$ cat config.mk
export PLATFORM = sky130hd
export DESIGN_NAME = pe_tile_loader
export DESIGN_NICKNAME = d
export VERILOG_FILES = /design/src/rtl/cnn_pkg.sv /design/src/rtl/elem_collector.sv /design/src/rtl/pe_tile_loader.sv
export SDC_FILE = /design/constraint.sdc
export NUM_CORES = 1
export LEC_CHECK = 0
export ABC_AREA = 1
export CORE_MARGIN = 1.5
export CORE_UTILIZATION = 51
export DETAILED_ROUTE_END_ITERATION = 10
export GPL_ROUTABILITY_DRIVEN = 0
export GPL_TIMING_DRIVEN = 0
export PLACE_DENSITY = 0.87
export SETUP_SLACK_MARGIN = 0.4
export SYNTH_ARGS = -nofsm -noshare
export SYNTH_HDL_FRONTEND = slang
export SYNTH_SLANG_ARGS = --single-unit
$ cat constraint.sdc
create_clock -name clk -period 2.6 [get_ports clk]
set_input_delay 0.52 -clock clk [delete_from_list [all_inputs] [get_ports clk]]
set_output_delay 0.52 -clock clk [all_outputs]
set_load 0.01 [all_outputs]
$ cat src/rtl/cnn_pkg.sv
// Shared definitions for the PE-array front end: element sizes, loader state
// encoding and the flat-bus slot offset helper.
package cnn_pkg;

  localparam int unsigned DATA_W   = 8;
  localparam int unsigned FILTER_N = 9;
  localparam int unsigned IFMAP_N  = 25;

  typedef enum logic [2:0] {
    LOAD_FLT,
    LOAD_IFM,
    ARR_RST,
    COMPUTE,
    DONE
  } loader_state_e;

  // Lowest bit of element idx inside a flat bus of w-bit elements.
  function automatic int unsigned slot_lsb(input int unsigned idx, input int unsigned w);
    return idx * w;
  endfunction

endpackage

$ cat src/rtl/elem_collector.sv
// Collects N sequential elements into a flat register; element k lands at
// bits [k*DATA_W +: DATA_W]. The write pointer wraps to 0 after the last slot.
module elem_collector
  import cnn_pkg::*;
#(
  parameter int unsigned N      = 9,
  parameter int unsigned DATA_W = 8
) (
  input  logic                  clk,
  input  logic                  rst,
  input  logic                  wr_en_i,
  input  logic [DATA_W-1:0]     data_i,
  output logic [N*DATA_W-1:0]   flat_o,
  output logic                  last_o
);

  localparam int unsigned CntW = (N > 1) ? $clog2(N) : 1;

  logic [CntW-1:0]     cnt_q, cnt_d;
  logic [N*DATA_W-1:0] flat_q, flat_d;

  assign last_o = (cnt_q == CntW'(N - 1));
  assign flat_o = flat_q;

  always_comb begin
    cnt_d  = cnt_q;
    flat_d = flat_q;
    if (wr_en_i) begin
      flat_d[slot_lsb(32'(cnt_q), DATA_W) +: DATA_W] = data_i;
      cnt_d = last_o ? '0 : cnt_q + CntW'(1);
    end
  end

  always_ff @(posedge clk) begin
    if (rst) begin
      cnt_q  <= '0;
      flat_q <= '0;
    end else begin
      cnt_q  <= cnt_d;
      flat_q <= flat_d;
    end
  end

endmodule

$ cat src/rtl/pe_tile_loader.sv
// Byte-stream loader and sequencer for the 3x3 PE array: filter then ifmap,
// then array reset, compute window and done. PE_TILE_LOADER_FILTER_REUSE_EN adds keep_filter.
module pe_tile_loader
  import cnn_pkg::*;
#(
  parameter int unsigned DATA_W         = cnn_pkg::DATA_W,
  parameter int unsigned FILTER_N       = cnn_pkg::FILTER_N,
  parameter int unsigned IFMAP_N        = cnn_pkg::IFMAP_N,
  parameter int unsigned COMPUTE_CYCLES = 8
) (
  input  logic                         clk,
  input  logic                         rst,
`ifdef PE_TILE_LOADER_FILTER_REUSE_EN
  input  logic                         keep_filter,
`endif
  input  logic                         s_valid,
  output logic                         s_ready,
  input  logic [DATA_W-1:0]            s_data,
  output logic [FILTER_N*DATA_W-1:0]   filter_in_flat,
  output logic [IFMAP_N*DATA_W-1:0]    ifmap_in_flat,
  output logic                         arr_rst,
  output logic                         arr_en,
  output logic                         busy,
  output logic                         done
);

  localparam int unsigned CmpW = (COMPUTE_CYCLES > 1) ? $clog2(COMPUTE_CYCLES) : 1;

  loader_state_e   state_q, state_d;
  logic [CmpW-1:0] cmp_cnt_q, cmp_cnt_d;
  logic            started_q, started_d;

  logic xfer, flt_wr, ifm_wr, flt_last, ifm_last;

  assign xfer   = s_valid & s_ready;
  assign flt_wr = xfer & (state_q == LOAD_FLT);
  assign ifm_wr = xfer & (state_q == LOAD_IFM);

  elem_collector #(
    .N      (FILTER_N),
    .DATA_W (DATA_W)
  ) u_flt (
    .clk     (clk),
    .rst     (rst),
    .wr_en_i (flt_wr),
    .data_i  (s_data),
    .flat_o  (filter_in_flat),
    .last_o  (flt_last)
  );

  elem_collector #(
    .N      (IFMAP_N),
    .DATA_W (DATA_W)
  ) u_ifm (
    .clk     (clk),
    .rst     (rst),
    .wr_en_i (ifm_wr),
    .data_i  (s_data),
    .flat_o  (ifmap_in_flat),
    .last_o  (ifm_last)
  );

  always_ff @(posedge clk) begin
    if (rst) begin
      state_q   <= LOAD_FLT;
      cmp_cnt_q <= '0;
      started_q <= 1'b0;
    end else begin
      state_q   <= state_d;
      cmp_cnt_q <= cmp_cnt_d;
      started_q <= started_d;
    end
  end

  always_comb begin
    state_d   = state_q;
    cmp_cnt_d = cmp_cnt_q;
    started_d = started_q | xfer;
    unique case (state_q)
      LOAD_FLT: if (flt_wr && flt_last) state_d = LOAD_IFM;
      LOAD_IFM: if (ifm_wr && ifm_last) state_d = ARR_RST;
      ARR_RST: begin
        state_d   = COMPUTE;
        cmp_cnt_d = '0;
      end
      COMPUTE: begin
        if (cmp_cnt_q == CmpW'(COMPUTE_CYCLES - 1)) begin
          state_d   = DONE;
          cmp_cnt_d = '0;
        end else begin
          cmp_cnt_d = cmp_cnt_q + CmpW'(1);
        end
      end
      DONE: begin
        started_d = 1'b0;
        state_d   = LOAD_FLT;
`ifdef PE_TILE_LOADER_FILTER_REUSE_EN
        // DONE is only reachable after a full filter load, so the kept filter is always valid.
        if (keep_filter) state_d = LOAD_IFM;
`endif
      end
      default: state_d = LOAD_FLT;
    endcase
  end

  // arr_rst follows rst combinationally so the array is held in reset with the loader.
  always_comb begin
    s_ready = 1'b0;
    arr_rst = rst;
    arr_en  = 1'b0;
    done    = 1'b0;
    busy    = 1'b0;
    if (!rst) begin
      unique case (state_q)
        LOAD_FLT, LOAD_IFM: begin
          s_ready = 1'b1;
          busy    = started_q;
        end
        ARR_RST: begin
          arr_rst = 1'b1;
          busy    = 1'b1;
        end
        COMPUTE: begin
          arr_en = 1'b1;
          busy   = 1'b1;
        end
        DONE: begin
          done = 1'b1;
          busy = 1'b1;
        end
        default: ;
      endcase
    end
  end

endmodule
==> out/qor.csv <==
metric;value;unit
status;complete, but fails checks;
failing checks;design-rule violations;
clock sink total;288;
Max Fclk;421;MHz
Final Core Density;75.1;%
wire length per cell;19.7;um
Post-CTS Hold Buffers;0;
Hold Fails Final Rpt;0;
ys async rst share;0;%
EDFF count, synth;0;
maxcap violations;0;
Worst path most repeated cell;nor2_4;
Tcrit/Tclk final;91.4;%
Crit-path slowest cell;dfxtp_4;
YS warnings;0;
total wire length;51600;um
Die Ht;162;um
worst-skew pair later-pin latency;580;ps
number of fill cells;1663;
average size of a mapped cell;6.75;um^2
IO Pins;288;
Tot Pwr;9.77;mW
Clk pin slew, worst setup/hold paths;60;ps
first-pass GRT wire length;70300;um
fin. max-slew vios;0;
CTS tree;yes;
DR pass1 iterations;11;
Die X;162;um
Crit. End Element;flip-flop;
clock period minus worst slack;2380;ps
CP Max Fanout;8;
DRC Markers;12;
CTS Buffer Depth;3;
Initial DRC Count;2603;
# rows;57;
core area;0.0245;mm^2
Die Area;0.0261;mm^2
layout cells sized above 1;13.9;%
CP peak stage delay;390;ps
RSZ-0062 raised after global routing;yes;
initial antenna violation count;0;
met1 WL;18700;um
Final setup viols;0;
mapped cell area;0.0128;mm^2
HPWL after DPL;32500;um
diode count;0;
Power Density;532;mW/mm^2
Final ANT Viol Nets;0;
Vias;15100;
Worst EP required;3080;ps
Rel. slew slack;43.2;%
Post-Synthesis Cells;1900;
final hold slack;470;ps
Finished Cell Area;0.0184;mm^2
vias per std cell;5.76;
final setup margin;223;ps
CP Cell Sequence;clkinv_8 > ha_4 > nand2_4 > nor2_4 > ha_4 > inv_4 > nand2_1 > nor2_4 > buf_12 > nand3_4 > buf_4 > nor2_4 > o21ai_0 > nor2_1;
Final nets;2295;
Routed met2 length;22100;um
grt ovf;0;
placement-stage cell area;0.0161;mm^2
Max H-tree Level;1;
Num CTS Buffers;29;
met3 WL;7210;um
Setup CP Type;flip-flop to flip-flop;
Layout Skew;21.2;ps
PortBufs;284;
most frequent cells in the layout;490 x nor2_1, 374 x nand2_1, 283 x dfxtp_1;
Arr. time, crit path;2860;ps
largest net degree at the start of global routing;14;
register bit total from synthesis;288;
Area Overhead vs Synth;43.4;%
Netlist cell types;35;
Leak;8.22;nW
All-Layer GR Usage;34.1;%
most common cell after layout, fill and taps aside;nor2_1;
post-synthesis sequential area ratio;45.0;%
Max Used Layer;met5;
Main synth FF type;dfxtp_1;
post-placement worst setup slack;-277;ps
Slew @ Worst Pin;851;ps
post-synth net total;1921;
root buf cell;clkbuf_16;
Hold Crit Class;input port to flip-flop;
critical path startpoint category;flip-flop;
Max VDD drop;0.459;mV
Initial Util;52.4;%
vias in the first global route;13300;
-- cell type report --
class | instances | area, um^2 | area share, %
Inverter | 212 | 832 | 4.53
Multi-Input combinational cell | 1306 | 6430 | 35.0
Clock inverter | 10 | 100 | 0.545
Clock buffer | 40 | 837 | 4.55
Sequential cell | 288 | 5780 | 31.4
Tap cell | 324 | 405 | 2.21
Buffer | 94 | 619 | 3.37
Timing Repair Buffer | 343 | 3380 | 18.4
-- state kept, by name, indices dropped and copies added, names as in the netlist --
register	count
u_flt.cnt_q	4
u_ifm.cnt_q	5
u_ifm.flat_o	200
cmp_cnt_q	3
u_flt.flat_o	72
state_q	3
started_q	1
-- critical path: cells and delay by family (launching register included) --
kind / cells / cell delay [ps]
and+or+nand+nor: 7 / 900
AOI/OAI and AO/OA: 1 / 190
adders and majority gates: 2 / 360
DFF: 1 / 390
buffers and inverters: 4 / 460
-- through the flow --
step	TNS (ps)	instances
3_5_place_dp	-5260	2508
2_1_floorplan	0	1900
3_3_place_gp	-2430	2508
6_report	0	2617
4_1_cts	0	2579
5_1_grt	0	2617
-- cell usage after synthesis, types with 5 or more instances --
| library cell | n | area (um^2) |
|---|---|---|
| nor4_1 | 9 | 56.3 |
| nor3_1 | 34 | 170 |
| nand4_1 | 46 | 288 |
| inv_1 | 201 | 754 |
| nor2_1 | 512 | 1920 |
| dfxtp_1 | 288 | 5770 |
| inv_2 | 9 | 33.8 |
| buf_1 | 13 | 48.8 |
| a21oi_1 | 69 | 345 |
| nand3_4 | 6 | 105 |
| clkbuf_1 | 38 | 143 |
| nor2_2 | 7 | 43.8 |
| nand2_1 | 388 | 1460 |
| buf_2 | 32 | 160 |
| ha_1 | 10 | 125 |
| nor2_4 | 7 | 78.8 |
| buf_4 | 6 | 45.0 |
| nor3_2 | 5 | 50.1 |
| nand2_2 | 12 | 75.1 |
| o21ai_0 | 138 | 691 |
| nand3_1 | 46 | 230 |
-- metal layers --
| layer | track usage [%] | vias to the layer above |
|---|---|---|
| li1 | - | 6650 |
| met1 | 42.9 | 6761 |
| met4 | 18.9 | 6 |
| met5 | 0 | - |
| met3 | 10.0 | 364 |
| met2 | 52.5 | 1297 |
-- timing repair --
item | CTS | global route
pin swaps | 16 | 37
gates cloned | 0 | 2
setup buffers | 21 | 36
endpoints found under the hold margin | 0 | 0
setup endpoints to repair | 259 | 268
gates resized for setup | 132 | 148
-- worst paths after layout --
| kind | slack, ps | start | depth (start not counted) | to |
|---|---|---|---|---|
| setup / recovery | 220 | u_ifm.cnt_q[0] | 14 | u_ifm.flat_o[121] |
| hold reg to reg | 470 | started_q | 2 | started_q |
| hold / removal | 470 | rst | 4 | started_q |
| setup reg to reg | 220 | u_ifm.cnt_q[0] | 14 | u_ifm.flat_o[121] |
-- kinds of logic after synthesis --
logic type	synth area share [%]
XOR/XNOR	0.273
AO/OA/AOI/OAI	8.53
flip-flops	45.0
AND/OR/NAND/NOR	35.5
buffers and inverters	9.70
adder cells (fa/ha/maj)	0.976
-- where the power goes --
part           switching (mW)  total, mW  internal [mW]
combinational           0.809       1.09          0.277
sequential             0.0241       4.46           4.43
clock                    1.80       4.23           2.42
total                    2.64       9.77           7.13
Power figures use the tool's default switching activity.
